$ cat src/rtl/panel_bus_arbiter_if.sv
// panel_bus_arbiter_if: bundles both requester ports, the shared ledpanel write bus and arbiter status.
// Latency: none (wiring only).
// Backpressure: carries rN_valid/rN_ready; the slave modport is the arbiter, the master modport drives requests.
// Ports: r0_*/r1_* requester beats, ctrl_* panel bus, grant, timeout_pulse.
// Optional: PANEL_ARB_STATS_EN adds the r0_beats/r1_beats counters.
interface panel_bus_arbiter_if;
    logic        r0_valid;
    logic        r0_last;
    logic        r0_ready;
    logic [8:0]  r0_en;
    logic [3:0]  r0_wr;
    logic [15:0] r0_addr;
    logic [23:0] r0_wdat;

    logic        r1_valid;
    logic        r1_last;
    logic        r1_ready;
    logic [8:0]  r1_en;
    logic [3:0]  r1_wr;
    logic [15:0] r1_addr;
    logic [23:0] r1_wdat;

    logic [8:0]  ctrl_en;
    logic [3:0]  ctrl_wr;
    logic [15:0] ctrl_addr;
    logic [23:0] ctrl_wdat;
    logic [1:0]  grant;
    logic        timeout_pulse;

`ifdef PANEL_ARB_STATS_EN
    logic [31:0] r0_beats;
    logic [31:0] r1_beats;

    modport slave (
        input  r0_valid, r0_last, r0_en, r0_wr, r0_addr, r0_wdat,
        input  r1_valid, r1_last, r1_en, r1_wr, r1_addr, r1_wdat,
        output r0_ready, r1_ready,
        output ctrl_en, ctrl_wr, ctrl_addr, ctrl_wdat, grant, timeout_pulse,
        output r0_beats, r1_beats
    );

    modport master (
        output r0_valid, r0_last, r0_en, r0_wr, r0_addr, r0_wdat,
        output r1_valid, r1_last, r1_en, r1_wr, r1_addr, r1_wdat,
        input  r0_ready, r1_ready,
        input  ctrl_en, ctrl_wr, ctrl_addr, ctrl_wdat, grant, timeout_pulse,
        input  r0_beats, r1_beats
    );
`else
    modport slave (
        input  r0_valid, r0_last, r0_en, r0_wr, r0_addr, r0_wdat,
        input  r1_valid, r1_last, r1_en, r1_wr, r1_addr, r1_wdat,
        output r0_ready, r1_ready,
        output ctrl_en, ctrl_wr, ctrl_addr, ctrl_wdat, grant, timeout_pulse
    );

    modport master (
        output r0_valid, r0_last, r0_en, r0_wr, r0_addr, r0_wdat,
        output r1_valid, r1_last, r1_en, r1_wr, r1_addr, r1_wdat,
        input  r0_ready, r1_ready,
        input  ctrl_en, ctrl_wr, ctrl_addr, ctrl_wdat, grant, timeout_pulse
    );
`endif
endinterface

$ cat src/rtl/panel_bus_arbiter.sv
// panel_bus_arbiter: round-robin owner of the shared ledpanel write bus for two requesters, atomic bursts.
// Latency: valid in IDLE -> ready next cycle; an accepted beat appears on ctrl_* the cycle after transfer.
// Backpressure: rN_ready is high only while requester N owns the bus; a waiting beat has no side effect.
// Ports: clock, reset (async, active-high), bus (panel_bus_arbiter_if.slave).
// Optional: define PANEL_ARB_STATS_EN to add 32-bit r0_beats/r1_beats transfer counters on the bus.
module panel_bus_arbiter #(
    parameter int unsigned TIMEOUT = 255
) (
    input  logic               clock,
    input  logic               reset,
    panel_bus_arbiter_if.slave bus
);
    typedef enum logic [1:0] {
        IDLE = 2'b00,
        G0   = 2'b01,
        G1   = 2'b10
    } state_t;

    localparam logic [15:0] TIMEOUT_CNT = 16'(TIMEOUT);

    state_t      state;
    logic        prio;
    logic [15:0] idle_cnt;
    logic        pulse_q;

    logic [8:0]  ctrl_en_q;
    logic [3:0]  ctrl_wr_q;
    logic [15:0] ctrl_addr_q;
    logic [23:0] ctrl_wdat_q;

    logic        xfer0;
    logic        xfer1;
    logic        own_valid;
    logic        own_last;
    logic        other_valid;
    state_t      other_state;
    state_t      handoff_state;

    // ready is a pure decode of the owner register; it never looks at valid.
    assign bus.r0_ready = (state == G0);
    assign bus.r1_ready = (state == G1);
    assign bus.grant    = {state == G1, state == G0};

    assign xfer0 = bus.r0_valid & (state == G0);
    assign xfer1 = bus.r1_valid & (state == G1);

    // Current owner's handshake and where the bus goes when that owner lets go.
    always_comb begin
        own_valid   = 1'b0;
        own_last    = 1'b0;
        other_valid = 1'b0;
        other_state = IDLE;
        case (state)
            G0: begin
                own_valid   = bus.r0_valid;
                own_last    = bus.r0_last;
                other_valid = bus.r1_valid;
                other_state = G1;
            end
            G1: begin
                own_valid   = bus.r1_valid;
                own_last    = bus.r1_last;
                other_valid = bus.r0_valid;
                other_state = G0;
            end
            default: begin
                own_valid   = 1'b0;
                own_last    = 1'b0;
                other_valid = 1'b0;
                other_state = IDLE;
            end
        endcase
        // Waiting requester takes over directly so the bus sees no bubble.
        handoff_state = other_valid ? other_state : IDLE;
    end

    always_ff @(posedge clock or posedge reset) begin
        if (reset) begin
            state    <= IDLE;
            prio     <= 1'b0;
            idle_cnt <= '0;
            pulse_q  <= 1'b0;
        end else begin
            pulse_q <= 1'b0;
            case (state)
                IDLE: begin
                    idle_cnt <= '0;
                    if (bus.r0_valid && (!bus.r1_valid || !prio)) begin
                        state <= G0;
                    end else if (bus.r1_valid) begin
                        state <= G1;
                    end
                end
                G0, G1: begin
                    if (own_valid) begin
                        // A transfer always wins over a timeout due this same cycle.
                        idle_cnt <= '0;
                        if (own_last) begin
                            state    <= handoff_state;
                            prio     <= (state == G0);
                        end
                    end else if (idle_cnt == TIMEOUT_CNT) begin
                        state    <= handoff_state;
                        prio     <= (state == G0);
                        idle_cnt <= '0;
                        pulse_q  <= 1'b1;
                    end else if (idle_cnt != 16'hFFFF) begin
                        // Saturating: a wrap could silently re-arm a stale timeout.
                        idle_cnt <= idle_cnt + 16'd1;
                    end
                end
                default: begin
                    state    <= IDLE;
                    idle_cnt <= '0;
                end
            endcase
        end
    end

    // Panel bus: strobes only on a transfer cycle; addr/wdat keep the last beat.
    always_ff @(posedge clock or posedge reset) begin
        if (reset) begin
            ctrl_en_q   <= '0;
            ctrl_wr_q   <= '0;
            ctrl_addr_q <= '0;
            ctrl_wdat_q <= '0;
        end else if (xfer0) begin
            ctrl_en_q   <= bus.r0_en;
            ctrl_wr_q   <= bus.r0_wr;
            ctrl_addr_q <= bus.r0_addr;
            ctrl_wdat_q <= bus.r0_wdat;
        end else if (xfer1) begin
            ctrl_en_q   <= bus.r1_en;
            ctrl_wr_q   <= bus.r1_wr;
            ctrl_addr_q <= bus.r1_addr;
            ctrl_wdat_q <= bus.r1_wdat;
        end else begin
            ctrl_en_q   <= '0;
            ctrl_wr_q   <= '0;
        end
    end

    assign bus.ctrl_en       = ctrl_en_q;
    assign bus.ctrl_wr       = ctrl_wr_q;
    assign bus.ctrl_addr     = ctrl_addr_q;
    assign bus.ctrl_wdat     = ctrl_wdat_q;
    assign bus.timeout_pulse = pulse_q;

`ifdef PANEL_ARB_STATS_EN
    logic [31:0] r0_beats_q;
    logic [31:0] r1_beats_q;

    // Free-running modulo-2^32 beat counts, in step with the ctrl_* registers.
    always_ff @(posedge clock or posedge reset) begin
        if (reset) begin
            r0_beats_q <= '0;
            r1_beats_q <= '0;
        end else begin
            if (xfer0) begin
                r0_beats_q <= r0_beats_q + 32'd1;
            end
            if (xfer1) begin
                r1_beats_q <= r1_beats_q + 32'd1;
            end
        end
    end

    assign bus.r0_beats = r0_beats_q;
    assign bus.r1_beats = r1_beats_q;
`endif

endmodule

$ cat src/flat_wrapper.sv
// flat-port wrapper written by rule: the top's interface ports become plain ports
module panel_bus_arbiter_flat 
#(
    parameter int unsigned TIMEOUT = 255
)
  (clock, reset, bus_r0_valid, bus_r0_last, bus_r0_en, bus_r0_wr, bus_r0_addr, bus_r0_wdat, bus_r1_valid, bus_r1_last, bus_r1_en, bus_r1_wr, bus_r1_addr, bus_r1_wdat, bus_r0_ready, bus_r1_ready, bus_ctrl_en, bus_ctrl_wr, bus_ctrl_addr, bus_ctrl_wdat, bus_grant, bus_timeout_pulse);
  panel_bus_arbiter_if bus_i ();
  input  logic clock;
  input  logic reset;
  input wire logic [$bits(bus_i.r0_valid)-1:0] bus_r0_valid;
  input wire logic [$bits(bus_i.r0_last)-1:0] bus_r0_last;
  input wire logic [$bits(bus_i.r0_en)-1:0] bus_r0_en;
  input wire logic [$bits(bus_i.r0_wr)-1:0] bus_r0_wr;
  input wire logic [$bits(bus_i.r0_addr)-1:0] bus_r0_addr;
  input wire logic [$bits(bus_i.r0_wdat)-1:0] bus_r0_wdat;
  input wire logic [$bits(bus_i.r1_valid)-1:0] bus_r1_valid;
  input wire logic [$bits(bus_i.r1_last)-1:0] bus_r1_last;
  input wire logic [$bits(bus_i.r1_en)-1:0] bus_r1_en;
  input wire logic [$bits(bus_i.r1_wr)-1:0] bus_r1_wr;
  input wire logic [$bits(bus_i.r1_addr)-1:0] bus_r1_addr;
  input wire logic [$bits(bus_i.r1_wdat)-1:0] bus_r1_wdat;
  output wire logic [$bits(bus_i.r0_ready)-1:0] bus_r0_ready;
  output wire logic [$bits(bus_i.r1_ready)-1:0] bus_r1_ready;
  output wire logic [$bits(bus_i.ctrl_en)-1:0] bus_ctrl_en;
  output wire logic [$bits(bus_i.ctrl_wr)-1:0] bus_ctrl_wr;
  output wire logic [$bits(bus_i.ctrl_addr)-1:0] bus_ctrl_addr;
  output wire logic [$bits(bus_i.ctrl_wdat)-1:0] bus_ctrl_wdat;
  output wire logic [$bits(bus_i.grant)-1:0] bus_grant;
  output wire logic [$bits(bus_i.timeout_pulse)-1:0] bus_timeout_pulse;
  assign bus_i.r0_valid = bus_r0_valid;
  assign bus_i.r0_last = bus_r0_last;
  assign bus_i.r0_en = bus_r0_en;
  assign bus_i.r0_wr = bus_r0_wr;
  assign bus_i.r0_addr = bus_r0_addr;
  assign bus_i.r0_wdat = bus_r0_wdat;
  assign bus_i.r1_valid = bus_r1_valid;
  assign bus_i.r1_last = bus_r1_last;
  assign bus_i.r1_en = bus_r1_en;
  assign bus_i.r1_wr = bus_r1_wr;
  assign bus_i.r1_addr = bus_r1_addr;
  assign bus_i.r1_wdat = bus_r1_wdat;
  assign bus_r0_ready = bus_i.r0_ready;
  assign bus_r1_ready = bus_i.r1_ready;
  assign bus_ctrl_en = bus_i.ctrl_en;
  assign bus_ctrl_wr = bus_i.ctrl_wr;
  assign bus_ctrl_addr = bus_i.ctrl_addr;
  assign bus_ctrl_wdat = bus_i.ctrl_wdat;
  assign bus_grant = bus_i.grant;
  assign bus_timeout_pulse = bus_i.timeout_pulse;
  panel_bus_arbiter #(.TIMEOUT(TIMEOUT)) u_core (.clock(clock), .reset(reset), .bus(bus_i));
endmodule
$ cat config.mk
export PLATFORM = sky130hd
export DESIGN_NAME = panel_bus_arbiter_flat
export DESIGN_NICKNAME = d
export VERILOG_FILES = /design/src/rtl/panel_bus_arbiter_if.sv /design/src/rtl/panel_bus_arbiter.sv /design/src/flat_wrapper.sv
export SDC_FILE = /design/constraint.sdc
export NUM_CORES = 1
export LEC_CHECK = 0
export ABC_AREA = 1
export CAP_MARGIN = 40
export CORE_MARGIN = 4
export CORE_UTILIZATION = 40
export CTS_BUF_LIST = sky130_fd_sc_hd__clkbuf_4
export CTS_CLUSTER_DIAMETER = 120
export DETAILED_ROUTE_END_ITERATION = 10
export PLACE_DENSITY_LB_ADDON = 0.08
export SETUP_SLACK_MARGIN = 0.5
export SYNTH_ARGS = -nofsm -noshare
export SYNTH_HDL_FRONTEND = slang
export SYNTH_SLANG_ARGS = --single-unit
$ cat constraint.sdc
create_clock -name clock -period 4.6 [get_ports clock]
set_clock_uncertainty 0.2 [all_clocks]
set_input_delay 0.92 -clock clock [delete_from_list [all_inputs] [get_ports clock]]
set_output_delay 0.92 -clock clock [all_outputs]
set_load 0.005 [all_outputs]
==> results.ini, run 1 <==
[outcome]
status = finished, final reports clean

[layout]
drive_gt1_share_pct = 8.18
nets = 748
layout_common_cells = clkdlybuf4s50_1 (169), nand2_1 (111), o21ai_0 (76)
n_antenna_cell = 0
n_fill_cell = 818
utilization_pct = 61.2
layout_commonest_cell = clkdlybuf4s50_1
fin_cells = 747
final_area_sq_mm = 0.00560
syn2layout_area_growth_pct = 49.8

[route]
avgRoutedWirePerCell_microns = 15.9
route.detailed.drc = 0
drtIter0Drc = 136
num_vias = 3829
firstDrtPassIters = 4
drtAntennaViolNets = 0
viasPerCell = 5.13
wirelength_mm = 11.9

[clock_tree]
clockBufferDepth = 2
holdBufCountCts = 0
cts_setup_buffers = 0
htreeDepth = 3
clk_pin_slew_worst_paths_ns = 0.12
cts_resized = 0
cts-buffers-inserted = 9
cts-root-buf = clkbuf_4
clock-sinks = 73
cts_tree = built
clock_latency_ns = 0.42

[worst_setup_path]
worst_setup_path_end_kind = output port
cp.arrival_ns = 1.78
critPathLaunchType = flop
ff2ff_setup_slack_ns = 1.89
path_class = reg2out
worst-path-max-fanout = 7
required_ns = 3.48

[pwr]
power_density_mw_per_mm2 = 441
swShare_pct = 37.1
power.total_mw = 2.47
power.switching_uw = 915
power_report.internal_total_mw = 1.55
peakVddDrop_v = 0.000212
clockPowerShare_pct = 13.6
p_leak_nw = 2.49
comb_power_share_pct = 46.8
seqPwrFrac_pct = 39.6

[yosys]
ys_ff_latch = 73
syn_inst = 471
async_flop_share_pct = 100
synth_edf_count = 0
synth_ff_type = dfrtp_1
syn_area_sq_mm = 0.00374
seq_area_frac_synth_pct = 48.9
syn_nets = 588
yosysWarnings = 0
syn_area_per_cell_sq_um = 7.94
yosysUniqueCellTypes = 29

[global_route]
grt_util_met3_pct = 8.71
grt_pass1_wl_mm = 19.1
gr-max-usage-layer = met2
grtUsageMet2_pct = 35.8
grt_pass1_vias = 3842
antenna_found_initial = 0
grtUsageTotal_pct = 21.8
grt-ovfl-total = 0
grt_max_degree = 52
use_met1_pct = 26.3

[sta]
drv_slew = 0
finalSetupViolations = 0
timing.final.ws_setup_ns = 1.70
fin_tns_setup_ns = 0
min_period_over_period_pct = 63.1
fin_hold_ws_ns = 0.291
rsz0062_at_grt = false
hold_violations = 0
worstMarginPinSlew_ns = 0.605
slew_headroom_pct = 59.6
fmax_mhz = 345
fin_crit_ns = 2.90

[placement]
hpwl_mm = 8.87
dp_slack_ns = 1.27
place_inst = 731
gp_congestion = 0.913
dpl_cell_area_sq_mm = 0.00550
io_buffers = 169

[floorplanning]
core.rowCount = 35
initial_core_util_pct = 40.8
core_area_sq_mm = 0.00915
io_pins = 170
die_w_microns = 105
die_h_microns = 105
die_area_sq_mm = 0.0110

[run]
cap_violations = 0

[hold_path]
min_path_type = reg2reg

## critical path, stage by stage (launching register included)
cell and delay (ns):
dfrtp_1 0.43, inv_1 0.09, ha_1 0.31, clkdlybuf4s50_1 0.55
## final cells by class
| class | count | area, sq um | share of cell area, % |
|---|---|---|---|
| flip-flops and latches | 73 | 1830 | 32.6 |
| well taps | 111 | 139 | 2.48 |
| clock inverters | 7 | 37.5 | 0.670 |
| repair buffers | 174 | 1740 | 31.1 |
| inverters | 26 | 97.6 | 1.74 |
| multi-input cells | 347 | 1690 | 30.2 |
| clock buffers | 9 | 67.6 | 1.21 |
## flip-flops by register name (all words and copies together) (netlist names)
| name | count |
|---|---|
| u_core.bus.ctrl_addr | 16 |
| u_core.bus.ctrl_wdat | 24 |
| u_core.bus.ctrl_en | 9 |
| u_core.prio | 1 |
| u_core.state | 2 |
| u_core.bus.ctrl_wr | 4 |
| u_core.bus.timeout_pulse | 1 |
| u_core.idle_cnt | 16 |
## power groups by stage
stage | Clock (mW) | Sequential [mW] | Combinational, mW
2_1_floorplan | 0 | 0.987 | 0.501
3_3_place_gp | 0 | 0.981 | 1.15
3_5_place_dp | 0 | 0.987 | 1.17
4_1_cts | 0.345 | 0.979 | 1.17
5_1_grt | 0.367 | 1.01 | 1.29
6_report | 0.336 | 0.977 | 1.15
## cells in the mapped netlist, types with 6 or more instances
library cell | n | share of area [%]
o21ai_2 | 6 | 1.4
nor2_1 | 55 | 5.5
nand3_1 | 38 | 5.1
nand2_2 | 9 | 1.5
inv_1 | 21 | 2.1
nand2_1 | 111 | 11
nand4_1 | 9 | 1.5
dfrtp_1 | 73 | 49
o21ai_1 | 11 | 1.5
clkbuf_1 | 10 | 1.0
buf_2 | 12 | 1.6
o21ai_0 | 76 | 10
## kinds of logic after synthesis
group           after synthesis  synth area share (%)
compound gates               99                  14.1
xor+xnor                      4                 0.937
fa+ha+maj                     5                  1.67
buf+inv                      51                  5.92
flops                        73                  48.9
simple gates                239                  28.5
## path summary, 6_finish.rpt
| path | startpoint | to | depth (start not counted) |
|---|---|---|---|
| worst max-delay path | u_core.state[1]$_DFFE_PP0P_ | bus_r0_ready | 3 |
| worst min-delay path | u_core.bus.ctrl_wdat[10]$_DFFE_PP0N_ | u_core.bus.ctrl_wdat[10]$_DFFE_PP0N_ | 2 |
| worst max register to register | u_core.state[1]$_DFFE_PP0P_ | u_core.idle_cnt[13]$_DFFE_PP0P_ | 7 |
| worst min register to register | u_core.bus.ctrl_wdat[10]$_DFFE_PP0N_ | u_core.bus.ctrl_wdat[10]$_DFFE_PP0N_ | 2 |
| max in group asynchronous | reset | u_core.idle_cnt[5]$_DFFE_PP0P_ | 3 |
| min in group asynchronous | reset | u_core.idle_cnt[14]$_DFFE_PP0P_ | 2 |
## routing by layer
metal  vias to the layer above  share of wire [%]
met5                         -                  0
met4                         0                1.9
met3                        19                 10
met2                       150                 48
met1                      1783                 40
li1                       1877                  -
Note: power is estimated with default switching activity, not from simulation.
==> run 2, diff against run 1 <==
==> constraint.sdc (replaced) <==
create_clock -name clock -period 2.78 [get_ports clock]
set_clock_uncertainty 0.2 [all_clocks]
set_input_delay 0.556 -clock clock [delete_from_list [all_inputs] [get_ports clock]]
set_output_delay 0.556 -clock clock [all_outputs]
set_load 0.005 [all_outputs]
==> run 2 against run 1 <==
Against the previous run: clock-buffer cell count unchanged; setup slack got worse by 1.2 ns; highest routed layer unchanged; core utilization increased by 2.3 points; global-route usage about the same; via count decreased by 0.10%; final cell count increased by 1.5%; total power increased by 79%; wire length increased by 0.11%; clock power increased by 130%; die area unchanged; final area increased by 3.8%; sequential power increased by 64%.
==> results.ini, run 2 (same netlist as run 1, synthesis figures left out) <==
[layout]
syn2layout_area_growth_pct = 55.4
largest_reg_flops = 24
final_area_sq_mm = 0.00581
utilization_pct = 63.5
nets = 758
drive_gt1_share_pct = 10.4
layout_common_cells = clkdlybuf4s50_1 (165), nand2_1 (111), o21ai_0 (76)
layout_commonest_cell = clkdlybuf4s50_1
n_fill_cell = 793

[global_route]
grt_max_degree = 74
antenna_found_initial = 1
grtUsageTotal_pct = 21.8
grt_pass1_vias = 3905
grt_pass1_wl_mm = 19.2
grt-ovfl-total = 0

[worst_setup_path]
critPathLaunchType = flop
cp.arrival_ns = 1.49
crit_chain = buf_4 > inv_2 > ha_4 > buf_6 > clkdlybuf4s15_1
worst-path-max-fanout = 6
worst_setup_path_end_kind = output port
ff2ff_path_depth = 7
critPathSlowestCell = dfrtp_1
cp_num_cells = 5
required_ns = 2.02
ff2ff_setup_slack_ns = 0.68
cpPeakStageDelay_ns = 0.41
cp_top_family = buffers and inverters
path_class = reg2out
cp_num_buf_inv = 4

[pwr]
swShare_pct = 35.4
power_density_mw_per_mm2 = 761
seqPwrFrac_pct = 36.3
power.switching_mw = 1.56
clockPowerShare_pct = 17.3
comb_power_share_pct = 46.4
power_report.internal_total_mw = 2.86
peakVddDrop_v = 0.000400
p_leak_nw = 2.59

[sta]
worstMarginPinSlew_ns = 0.504
slew_headroom_pct = 66.4
fin_hold_ws_ns = 0.299
drv_slew = 0
fmax_mhz = 444
rsz0062_at_grt = true
hold_violations = 0
min_period_over_period_pct = 81.0
timing.final.ws_setup_ns = 0.529
fin_tns_setup_ns = 0
finalSetupViolations = 0
fin_crit_ns = 2.25

[run]
cap_violations = 0

[clock_tree]
clockBufferDepth = 2
cts-root-buf = clkbuf_4
cts-buffers-inserted = 9
htreeDepth = 3
clock-sinks = 73
cts_tree = built
clk_pin_slew_worst_paths_ns = 0.13
clock_latency_ns = 0.40

[route]
wirelength_mm = 11.9
viasPerCell = 5.05
firstDrtPassIters = 4
avgRoutedWirePerCell_microns = 15.7
route.detailed.drc = 0
drtIter0Drc = 172
num_vias = 3825
drtAntennaViolNets = 0

[floorplanning]
die_h_microns = 105
die_w_microns = 105
core.rowCount = 35
die_area_sq_mm = 0.0110
io_pins = 170
initial_core_util_pct = 40.8
core_area_sq_mm = 0.00915

[placement]
hpwl_mm = 8.72
dp_slack_ns = 0.442
io_buffers = 169
dpl_cell_area_sq_mm = 0.00556
gp_congestion = 0.829

[hold_path]
min_path_type = reg2reg
whs_path_depth = 2

[outcome]
status = finished, final reports clean

==> run 2: area by class of cell <==
cell class,instances,area (sq um),area share [%]
repair buffers,184,1860,32.0
flip-flops and latches,73,1830,31.4
multi-input cells,347,1720,29.7
well taps,111,139,2.39
inverters,26,101,1.74
clock inverters,7,93.8,1.61
clock buffers,9,67.6,1.16
diodes,1,2.50,0.0431
==> run 2: tightest hold or removal path: cells and delay by family (launching register included) <==
family	cells	cell delay [ns]
AND/OR/NAND/NOR	1	0.05
flip-flops	1	0.36
AO/OA/AOI/OAI	1	0.06
==> run 2: worst paths after layout <==
path	from	to
setup / recovery	u_core.state[1]$_DFFE_PP0P_	bus_grant[0]
hold / removal	u_core.bus.ctrl_wdat[1]$_DFFE_PP0N_	u_core.bus.ctrl_wdat[1]$_DFFE_PP0N_
setup reg to reg	u_core.state[0]$_DFFE_PP0P_	u_core.bus.ctrl_addr[6]$_DFFE_PP0N_
hold reg to reg	u_core.bus.ctrl_wdat[1]$_DFFE_PP0N_	u_core.bus.ctrl_wdat[1]$_DFFE_PP0N_
max in group asynchronous	reset	u_core.bus.ctrl_en[3]$_DFF_PP0_
min in group asynchronous	reset	u_core.idle_cnt[14]$_DFFE_PP0P_
==> run 2: layer usage <==
metal  global-route usage (%)  part of all wire, %  vias to the layer above
met3                     6.92                  8.1                       18
li1                         -                    -                     1888
met4                     9.00                  2.4                        0
met2                     37.8                   50                      135
met5                        0                    0                        -
met1                     24.8                   39                     1784
==> run 2: power by group through the flow <==
stage                     logic (mW)  clock network [mW]  registers [mW]
after floorplan                0.829                   0            1.63
final                           2.05               0.765            1.60
after global placement          1.96                   0            1.62
after detailed placement        1.99                   0            1.63
after CTS                       2.06               0.788            1.60
after global routing            2.29               0.829            1.65
==> run 2: repair_timing <==
action | 4_1_cts | 5_1_grt
endpoints found under the setup margin | 4 | 4
hold buffers | 0 | 0
resized for setup | 10 | 5
pin swaps | 1 | 0
setup buffers | 5 | 2
==> run 2: metrics by stage <==
step | cells | power, mW
2_1_floorplan | 471 | 2.46
4_1_cts | 755 | 4.45
6_report | 758 | 4.42
3_5_place_dp | 734 | 3.62
5_1_grt | 758 | 4.77
3_3_place_gp | 734 | 3.58
==> run 3, diff against run 2 <==
==> constraint.sdc (replaced) <==
create_clock -name clock -period 2.15 [get_ports clock]
set_clock_uncertainty 0.2 [all_clocks]
set_input_delay 0.43 -clock clock [delete_from_list [all_inputs] [get_ports clock]]
set_output_delay 0.43 -clock clock [all_outputs]
set_load 0.005 [all_outputs]
==> run 3 against run 2 <==
Against the previous run: wire length increased by 22%; clock power decreased by 7.1%; final area increased by 12%; non-clock buffer count increased by 46; hold slack got worse by 0.049 ns; sequential share of layout area decreased by 3.4 points; critical endpoint is now bus_grant[1].
==> results.ini, run 3 (same netlist as run 1, synthesis figures left out) <==
[outcome]
status = finished, final reports clean

[clock_tree]
clk_pin_slew_worst_paths_ns = 0.10
cts_tree = built
htreeDepth = 3
holdBufCountCts = 0
cts-root-buf = clkbuf_4
cts-buffers-inserted = 9
clock-sinks = 73
clockBufferDepth = 2
clock_latency_ns = 0.42

[route]
top_layer_used = met4
firstDrtPassIters = 5
wl_met3_mm = 1.21
dr_wl_met2_mm = 7.15
wirelength_mm = 14.4
route.detailed.drc = 0
drtIter0Drc = 163
num_vias = 4204
viasPerCell = 5.26
avgRoutedWirePerCell_microns = 18.1
drtAntennaViolNets = 0
wl_met1_mm = 5.55

[sta]
finalSetupViolations = 0
fin_hold_ws_ns = 0.249
fin_crit_ns = 2.00
drv_slew = 0
slew_headroom_pct = 66.0
worstMarginPinSlew_ns = 0.506
fmax_mhz = 501
min_period_over_period_pct = 92.8
rsz0062_at_grt = true
hold_violations = 0
fin_tns_setup_ns = 0

[floorplanning]
die_area_sq_mm = 0.0110
die_h_microns = 105
die_w_microns = 105
core_area_sq_mm = 0.00915
core.rowCount = 35
initial_core_util_pct = 40.8
io_pins = 170

[global_route]
grt-ovfl-total = 0
grt_pass1_wl_mm = 22.4
grt_pass1_vias = 4268
grtUsageTotal_pct = 25.7
antenna_found_initial = 0
grt_max_degree = 74

[worst_setup_path]
ff2ff_setup_slack_ns = 0.19
worst_setup_path_end_kind = output port
cpPeakStageDelay_ns = 0.43
critPathSlowestCell = dfrtp_2
critPathLaunchType = flop
crit_chain = buf_6 > buf_6 > ha_4 > buf_6
crit_top_cell = buf_6
path_class = reg2out
worst-path-max-fanout = 6
cp.arrival_ns = 1.37
rr_startpoint = u_core.state[1]$_DFFE_PP0P_
r2r_end = u_core.bus.ctrl_wdat[11]$_DFFE_PP0N_
ff2ff_path_depth = 10
required_ns = 1.52

[layout]
regArea_sq_mm = 0.00183
layout_common_cells = clkdlybuf4s50_1 (111), nand2_1 (106), dfrtp_1 (71)
n_fill_cell = 688
n_antenna_cell = 0
syn2layout_area_growth_pct = 74.3
utilization_pct = 71.2
layout_commonest_cell = clkdlybuf4s50_1
multiInputGateArea_sq_mm = 0.00203
final_area_sq_mm = 0.00652
nets = 804
drive_gt1_share_pct = 32.7
largest_reg_flops = 24

[run]
cap_violations = 0

[placement]
io_buffers = 169
gp_congestion = 0.872
dpl_cell_area_sq_mm = 0.00563
hpwl_mm = 8.62

[pwr]
power_density_mw_per_mm2 = 949
peakVddDrop_v = 0.000544
power.total_mw = 6.18
p_leak_nw = 3.02

[hold_path]
min_path_type = in2async

run 3: changes by cell type in the layout (fill, tap and decap cells not counted), moves of 4 or more:
cell / before / now
nand2_1: 111 / 106
nand3_2: 2 / 9
buf_8: 0 / 4
nor2_2: 1 / 5
buf_2: 0 / 52
buf_6: 1 / 16
o21ai_0: 76 / 4
clkdlybuf4s50_1: 165 / 111
o21ai_2: 6 / 39
o21ai_1: 11 / 47
buf_4: 10 / 25
buf_16: 0 / 10
nor2_1: 55 / 51
nand3_1: 38 / 31
run 3: metrics by stage:
step / instances / setup WS [ns]
detailed placement: 740 / 0.0906
global placement: 740 / 0.132
floorplan: 471 / 0.484
CTS: 791 / 0.141
finish: 800 / 0.154
global route: 800 / 0.111
run 3: worst max-delay path, delay by kind of cell, from the launching register on:
| kind | cells | cell delay, ns |
|---|---|---|
| buf+inv | 3 | 0.35 |
| fa+ha+maj | 1 | 0.18 |
| flops | 1 | 0.43 |
run 3: worst max-delay path by stage:
stage / from / to / slack [ns] / cells past startpoint
after global routing: u_core.state[1]$_DFFE_PP0P_ / bus_grant[1] / 0.11 / 4
final: u_core.state[1]$_DFFE_PP0P_ / bus_grant[1] / 0.15 / 4
after global placement: bus_r1_valid / u_core.bus.ctrl_wdat[21]$_DFFE_PP0N_ / 0.13 / 6
after CTS: u_core.state[1]$_DFFE_PP0P_ / bus_grant[1] / 0.14 / 4
after detailed placement: bus_r1_valid / u_core.bus.ctrl_addr[15]$_DFFE_PP0N_ / 0.09 / 6
after floorplan: u_core.state[0]$_DFFE_PP0P_ / u_core.prio$_DFFE_PP0P_ / 0.48 / 8
run 3: power breakdown:
group	total [mW]	leakage, nW	switching (mW)	internal [mW]
combinational	3.41	2.02	1.71	1.70
sequential	2.06	0.944	0.235	1.82
clock	0.711	0.0561	0.470	0.241
total	6.18	3.02	2.42	3.77
run 3: metal layers:
metal  GRT usage [%]  up-vias
met5               0        -
met4            11.5        0
met3            6.61       38
met2            43.8      211
met1            30.7     1965
li1                -     1990
run 3: cell type report:
class                   count  share of cell area (%)
clock buffers              11                    1.27
clock inverters             2                   0.134
inverters                  26                    1.86
multi-input cells         347                    31.2
flip-flops and latches     73                    28.1
well taps                 111                    2.13
repair buffers            230                    35.4
run 3: repair_timing:
item | 4_1_cts | 5_1_grt
setup buffers | 28 | 6
pin swaps | 11 | 25
cloned | 10 | 3
setup endpoints to repair | 130 | 78
gates resized for setup | 349 | 74
